--- src/rtl/battleship_attack_engine.sv ---
// Battleship attack datapath: latches the ship map on attack entry, tracks fired cells,
// scores shots against a budget, times RGB feedback and reports win/lose.
module battleship_attack_engine #(
    parameter int COLS            = 5,
    parameter int ROWS            = 7,
    parameter int MAX_SHOTS       = 20,
    parameter int FEEDBACK_CYCLES = 3000,
    localparam int N  = COLS * ROWS,
    localparam int XW = $clog2(COLS),
    localparam int YW = $clog2(ROWS),
    localparam int SW = $clog2(MAX_SHOTS + 1),
    localparam int CW = $clog2(N + 1)
) (
    input  logic          clk,
    input  logic          reset,
    input  logic [1:0]    game_state_code,
    input  logic [N-1:0]  map,
    input  logic [XW-1:0] x_coord,
    input  logic [YW-1:0] y_coord,
    input  logic          confirm_attack,
    output logic [N-1:0]  matrix_data,
    output logic [1:0]    led_rgb,
    output logic [SW-1:0] shots_left,
    output logic [CW-1:0] hits_count,
    output logic          game_over,
    output logic          win
);

    localparam int TW = $clog2(FEEDBACK_CYCLES + 1);
    localparam int IW = $clog2(N);

    localparam logic [1:0] IDLE     = 2'd0;
    localparam logic [1:0] ARMED    = 2'd1;
    localparam logic [1:0] FEEDBACK = 2'd2;
    localparam logic [1:0] OVER     = 2'd3;

    logic [1:0]    state;
    logic [N-1:0]  saved_map;
    logic [N-1:0]  fired;
    logic [CW-1:0] targets;
    logic [TW-1:0] timer;
    logic          press_prev;

    logic          attack;
    logic          press;
    logic          in_range;
    logic [IW-1:0] cell_idx;
    logic          cell_fired;
    logic          cell_ship;

    function automatic logic [CW-1:0] popcount(input logic [N-1:0] v);
        logic [CW-1:0] c;
        c = '0;
        for (int i = 0; i < N; i++) c = c + CW'(v[i]);
        return c;
    endfunction

    // NOTE: every signal written in always_comb gets a value on every path first, so no latch is inferred.
    always_comb begin
        attack     = (game_state_code == 2'b10);
        press      = press_prev & ~confirm_attack;
        in_range   = (int'(x_coord) < COLS) && (int'(y_coord) < ROWS);
        cell_idx   = IW'((COLS - 1 - int'(x_coord)) * ROWS + int'(y_coord));
        cell_fired = fired[cell_idx];
        cell_ship  = saved_map[cell_idx];
    end

    always_comb begin
        matrix_data = '0;
        case (game_state_code)
            2'b00:   matrix_data = '0;
            2'b10:   matrix_data = ~fired | saved_map;
            default: matrix_data = map;
        endcase
    end

    // NOTE: sequential state uses non-blocking assignments so all registers update together at the edge.
    always_ff @(posedge clk or posedge reset) begin
        if (reset) begin
            state      <= IDLE;
            saved_map  <= '0;
            fired      <= '0;
            targets    <= '0;
            timer      <= '0;
            hits_count <= '0;
            shots_left <= SW'(MAX_SHOTS);
            led_rgb    <= 2'b00;
            game_over  <= 1'b0;
            win        <= 1'b0;
            press_prev <= 1'b1;
        end else begin
            press_prev <= confirm_attack;
            if (state != IDLE && !attack) begin
                // Leaving attack mode keeps counters and history until the next entry.
                state     <= IDLE;
                led_rgb   <= 2'b00;
                game_over <= 1'b0;
                win       <= 1'b0;
            end else begin
                case (state)
                    IDLE: begin
                        if (attack) begin
                            saved_map  <= map;
                            fired      <= '0;
                            hits_count <= '0;
                            shots_left <= SW'(MAX_SHOTS);
                            targets    <= popcount(map);
                            game_over  <= 1'b0;
                            win        <= 1'b0;
                            state      <= ARMED;
                        end
                    end
                    ARMED: begin
                        if (targets == '0) begin
                            state     <= OVER;
                            game_over <= 1'b1;
                            win       <= 1'b1;
                            led_rgb   <= 2'b01;
                        end else if (press && in_range) begin
                            timer <= TW'(FEEDBACK_CYCLES);
                            state <= FEEDBACK;
                            if (cell_fired) begin
                                led_rgb <= 2'b11;
                            end else begin
                                fired[cell_idx] <= 1'b1;
                                if (shots_left != '0) shots_left <= shots_left - SW'(1);
                                if (cell_ship) begin
                                    if (hits_count != targets) hits_count <= hits_count + CW'(1);
                                    led_rgb <= 2'b01;
                                end else begin
                                    led_rgb <= 2'b10;
                                end
                            end
                        end
                    end
                    FEEDBACK: begin
                        if (timer <= TW'(1)) begin
                            led_rgb <= 2'b00;
                            // A final shot that sinks the last cell is a win even with no shots left.
                            if (hits_count == targets) begin
                                state     <= OVER;
                                game_over <= 1'b1;
                                win       <= 1'b1;
                                led_rgb   <= 2'b01;
                            end else if (shots_left == '0) begin
                                state     <= OVER;
                                game_over <= 1'b1;
                                win       <= 1'b0;
                                led_rgb   <= 2'b10;
                            end else begin
                                state <= ARMED;
                            end
                        end else begin
                            timer <= timer - TW'(1);
                        end
                    end
                    OVER: begin
                        game_over <= 1'b1;
                        led_rgb   <= win ? 2'b01 : 2'b10;
                    end
                    default: state <= IDLE;
                endcase
            end
        end
    end

endmodule

--- config.mk ---
export PLATFORM = sky130hd
export DESIGN_NAME = battleship_attack_engine
export DESIGN_NICKNAME = d
export VERILOG_FILES = /design/src/rtl/battleship_attack_engine.sv
export SDC_FILE = /design/constraint.sdc
export NUM_CORES = 1
export LEC_CHECK = 0
export CORE_MARGIN = 4
export CORE_UTILIZATION = 56
export DETAILED_ROUTE_END_ITERATION = 6
export PLACE_DENSITY = 0.77
export SETUP_SLACK_MARGIN = 0.3
export SLEW_MARGIN = 40
export SYNTH_ARGS = -nofsm -noshare
export SYNTH_HDL_FRONTEND = slang
export SYNTH_SLANG_ARGS = --single-unit
--- constraint.sdc ---
create_clock -name clk -period 4.5 [get_ports clk]
set_input_delay 1.125 -clock clk [delete_from_list [all_inputs] [get_ports clk]]
set_output_delay 1.125 -clock clk [all_outputs]
set_load 0.02 [all_outputs]
# Yosys cells after proc, flatten, opt, wreduce, memory -nomap -nowiden
# Index checks and enable logic that the tools add are counted.
[totals]
register_bits = 106
in_bits = 46
word_cells = 164
[op_classes]
add_sub_neg = 39
multipliers = 1
n_lt_le_gt_ge = 5
eq_ne = 19
n_mux = 59
n_bitwise = 6
reduce_logical = 24
[op_table]
columns = ["cell", "count"]
rows = [
  ["adder 6 x 1 -> 6 bit", 29],
  ["2-to-1 mux 35 bit", 4],
  ["one-hot mux 35 bit (2 select lines)", 2],
  ["OR 35 bit", 2],
  ["2-to-1 mux 12 bit", 3],
  ["2-to-1 mux 6 bit", 6],
  ["inverter 35 bit", 1],
  ["2-to-1 mux 2 bit", 16],
  ["2-to-1 mux 5 bit", 5],
  ["one-hot mux 12 bit (2 select lines)", 1],
  ["!= test 2 bit (second input constant)", 8],
  ["2-to-1 mux 1 bit", 13],
  ["binary-select mux 1 bit (select 6 bit)", 2],
  ["less-or-equal comparator 12 x 1 -> 1 bit (second input constant)", 1],
  ["one-hot mux 2 bit (3 select lines)", 2],
  ["one-hot mux 6 bit (2 select lines)", 1],
  ["subtractor 12 x 1 -> 12 bit (second input constant)", 1],
  ["one-hot mux 5 bit (2 select lines)", 1],
  ["AND reduction 5 bit", 2],
  ["!= test 3 bit (second input constant)", 3],
  ["!= test 4 bit (second input constant)", 2],
  ["AND reduction 4 bit", 2],
  ["AND reduction 8 bit", 1],
  ["nonzero test 4 bit", 2],
  ["other kinds (32)", 43],
]

# Logic depth before layout (Yosys ltp)
[logic_depth]
ltp_word = 34
depth_mapped = 19
mapped_depth_nobuf = 18

# Least setup slack after synthesis
# Ideal clock, no wire load.
[synth_path]
path_kind = "input-to-reg"
start = "in map[0]"
end = "reg targets[4]"
setup_time_ns = 0.138
arrival_ns = 5.407
t_required_ns = 4.362
slack_ns = -1.046
cell_stages = 18
path_buffers = 0
path_cell_list = "inv_1 fa_1 inv_1 fa_1 fa_1 fa_1 fa_1 inv_1 fa_1 inv_1 fa_1 inv_1 fa_1 inv_1 a21o_1 a21oi_1 xor2_1 o21ai_0"
[synth_via]
elab_chain_cells = 34
[synth_rtl]
columns = ["element", "line_no", "text"]
rows = [
  ["from (decl)", "17", "input logic [N-1:0] map,"],
  ["adder 1 x 1 -> 2 bit", "54", "for (int i = 0; i < N; i++) c = c + CW'(v[i]);"],
  ["adder 2 x 1 -> 3 bit", "54", ""],
  ["adder 3 x 1 -> 4 bit", "54", ""],
  ["adder 4 x 1 -> 5 bit", "54", ""],
  ["adder 5 x 1 -> 6 bit", "54", ""],
  ["adder 6 x 1 -> 6 bit (29 in series)", "54", ""],
  ["to (signal assigned)", "107", "targets <= popcount(map);"],
  ["to (decl)", "40", "logic [CW-1:0] targets;"],
]
# Every way passes these cells.
# A chain may end at the register's enable or synchronous reset.

# Final worst setup path
[layout_path]
start = "in map[30]"
end = "reg targets[4]"
[layout_via]
elab_chain_cells = 5
[layout_rtl]
columns = ["element", "line_no"]
rows = [
  ["adder 6 x 1 -> 6 bit (5 in series)", "54"],
]
# Every way passes these cells.

==> impl_metrics.json <==
{
  "status": "finished with violations",
  "syn_nets": 914,
  "crit_slowest_cell": "fa_2",
  "ant_nets": 0,
  "seq_power_share": 0.236,
  "critPathLaunchType": "input pin",
  "grt_max_degree": 64,
  "rsz0062_at_grt": "yes",
  "cts_htree_levels": 3,
  "dr.pass1.iters": 5,
  "worst-path-buf-inv": 7,
  "cts_root_buf": "clkbuf_16",
  "design_area_mm2": 0.0101,
  "diodes": 0,
  "crit_top_cell": "fa_2",
  "finalWorstSetupSlack_ns": -0.894,
  "finClkSkew_ns": 0.00719,
  "die_h_um": 122,
  "worstSetupPathType": "input pin to flop",
  "synth_compound_area_frac": 0.205,
  "fin_nets": 1106,
  "synth_top_family_by_area": "compound AO/OA/AOI/OAI gates",
  "grt_pass1_vias": 7180,
  "antenna_found_initial": 0,
  "placed_cell_area_mm2": 0.00919,
  "cts.clk_slew.worst_paths_ns": 0.07,
  "power.switching_mw": 2.83,
  "syn_avg_cell_area_um2": 9.00,
  "drt-initial-drc-count": 619,
  "period_share": 1.20,
  "grt_overflow": 0,
  "cts_max_path_buffers": 2,
  "fin_util": 0.796,
  "dieArea_mm2": 0.0149,
  "synth_flop_cell": "dfrtp_1",
  "drcViolationCount": 0,
  "globalplace.congestion": 0.928,
  "crit_chain": "clkdlybuf4s50_1 > inv_1 > fa_2 > inv_2 > fa_2 > fa_2 > fa_1 > inv_1 > fa_1 > inv_2 > fa_2 > inv_2 > fa_2 > inv_1 > a21o_1 > a21oi_2 > xor2_1 > o21ai_1",
  "period_needed_ns": 5.39,
  "synth.cell_area_mm2": 0.00727,
  "synth_fa_ha_area_frac": 0.133,
  "clock_power_share": 0.115,
  "synth-seq-cells": 106,
  "synthMuxAreaShare": 0.0729,
  "synth_edf_count": 0,
  "insertion_delay_ns": 0.36,
  "wl_per_cell_um": 19.6,
  "coreArea_mm2": 0.0127,
  "finalHoldViolations": 0,
  "leakage_nw": 4.44,
  "irDropWorstVdd_mv": 1.06,
  "nFillCells": 843,
  "crit_family": "adder cells",
  "final_cell_mix": "o21ai_0 (108), buf_4 (106), dfrtp_1 (103)",
  "grtUsageTotal": 0.324,
  "yosysWarnings": 0,
  "worst_pin_slew_ns": 0.643,
  "async_reset_ff_frac": 1.00,
  "port_buffers": 95,
  "numClockSinks": 106,
  "swShare": 0.436,
  "slew_headroom": 0.571,
  "ys_seq_area_frac": 0.365,
  "drive_above_1_share": 0.292,
  "synth_simple_gate_area_frac": 0.123,
  "worstHoldPathType": "flop to flop",
  "postSynthCellCount": 808,
  "violations": "setup timing",
  "slowest_delay_ns": 0.58,
  "initial_core_util": 0.574,
  "routed-via-count": 7047,
  "p_int_mw": 3.66,
  "cts_tree": "yes",
  "drv_cap": 0,
  "report.final.setup_viol": 54,
  "cp_max_fo": 2,
  "slew_viol_final": 0,
  "ios": 96,
  "cts_made_buffers": 9,
  "netlist-cell-type-count": 65,
  "final_common_cell": "o21ai_0",
  "die_w_um": 122,
  "hpwl_um": 17100,
  "required_ns": 4.73,
  "clock.fmax_mhz": 185,
  "synth_xor_area_frac": 0.0205,
  "combPwrFrac": 0.649,
  "crit_arrival_ns": 5.62,
  "synthToLayoutAreaGrowth_pct": 38.7,
  "routed_wl_um": 23100,
  "fin_tns_setup_ns": -22.71,
  "grt_pass1_wl_um": 37000,
  "powerDensity_mw_per_mm2": 643,
  "ctsHoldBuffers": 0,
  "via_per_inst": 5.99,
  "rows": 41,
  "end_kind": "flop"
}
[power by group through the flow]
stage | Clock (mW) | Combinational [mW] | Sequential [mW]
after floorplan | 0 | 2.27 | 1.50
after global placement | 0 | 3.43 | 1.51
after detailed placement | 0 | 3.56 | 1.54
after CTS | 0.753 | 3.99 | 1.52
after global routing | 0.789 | 4.60 | 1.57
final | 0.748 | 4.21 | 1.53
[cells by family (layout without fill, tap and decap cells)]
group	Yosys count	in the layout
muxes	46	46
and+or+nand+nor	190	190
buffers and inverters	145	342
DFF	106	106
xor gates and xnor gates	17	17
AOI/OAI and AO/OA	244	244
adders and majority gates	60	60
[flip-flops by register name, summed over array words and instances, names as in the netlist]
name	cells
fired	35
saved_map	35
timer	12
hits_count	6
targets	6
shots_left	5
led_rgb	2
state	2
game_over	1
press_prev	1
win	1
[per-stage QoR]
stage | hold slack (ns) | setup slack [ns] | power [mW] | instances
2_1_floorplan | 0.444 | -0.980 | 3.77 | 808
3_3_place_gp | 0.464 | -1.72 | 4.94 | 1143
3_5_place_dp | 0.473 | -1.82 | 5.09 | 1143
4_1_cts | 0.490 | -0.914 | 6.26 | 1174
5_1_grt | 0.508 | -1.01 | 6.96 | 1177
6_report | 0.487 | -0.894 | 6.49 | 1177
[path summary, 6_finish.rpt]
check	slack (ns)	depth (start not counted)	to	start
setup reg to reg	1.61	8	timer[0]	timer[4]
hold reg to reg	0.49	2	game_over	game_over
min in group asynchronous	1.20	2	fired[9]	reset
max in group asynchronous	2.53	3	shots_left[3]	reset
setup / recovery	-0.89	18	targets[4]	map[30]
hold / removal	0.49	2	game_over	game_over
[per-layer routing]
layer / vias to the layer above / GRT usage / share of wire
met5: - / 0 / 0
met4: 0 / 0.110 / 0.028
met3: 56 / 0.0664 / 0.081
met2: 317 / 0.521 / 0.48
met1: 3487 / 0.441 / 0.41
li1: 3187 / - / -
[area by class of cell]
class | count | area, um2 | share of cell area
well taps | 172 | 215 | 0.0213
repair buffers | 216 | 1910 | 0.189
inverters | 110 | 455 | 0.0451
multi-input cells | 557 | 4590 | 0.455
clock buffers | 11 | 233 | 0.0231
flip-flops and latches | 106 | 2660 | 0.263
clock inverters | 5 | 31.3 | 0.00310
[worst min-delay path, stage by stage (launching register included)]
cell and delay (ns):
dfrtp_1 0.35, nand2_1 0.05, o31ai_1 0.05
[synth_stat cells (all sizes together), types with 8 or more instances]
master / instances / area (um2)
clkbuf: 23 / 86.3
xnor2: 8 / 70.1
mux2i: 17 / 170
nor2b: 8 / 50.1
nand2: 87 / 327
nor2: 33 / 124
nor3: 10 / 55.1
buf: 12 / 86.3
inv: 109 / 409
nand3: 10 / 50.1
o31ai: 9 / 81.3
fa: 29 / 581
a21oi: 23 / 115
a31oi: 13 / 81.3
mux2: 26 / 293
a21o: 8 / 60.1
o21ai: 120 / 604
ha: 31 / 388
dfrtp: 103 / 2580
o22ai: 35 / 219
xor2: 9 / 78.8
[repair_timing]
action	4_1_cts	5_1_grt
gates resized for setup	150	37
pin swaps	48	39
hold endpoints to repair	0	0
setup buffers	14	3
endpoints found under the setup margin	54	57
cloned	1	0
No activity file was read; power rests on OpenSTA's default activity.
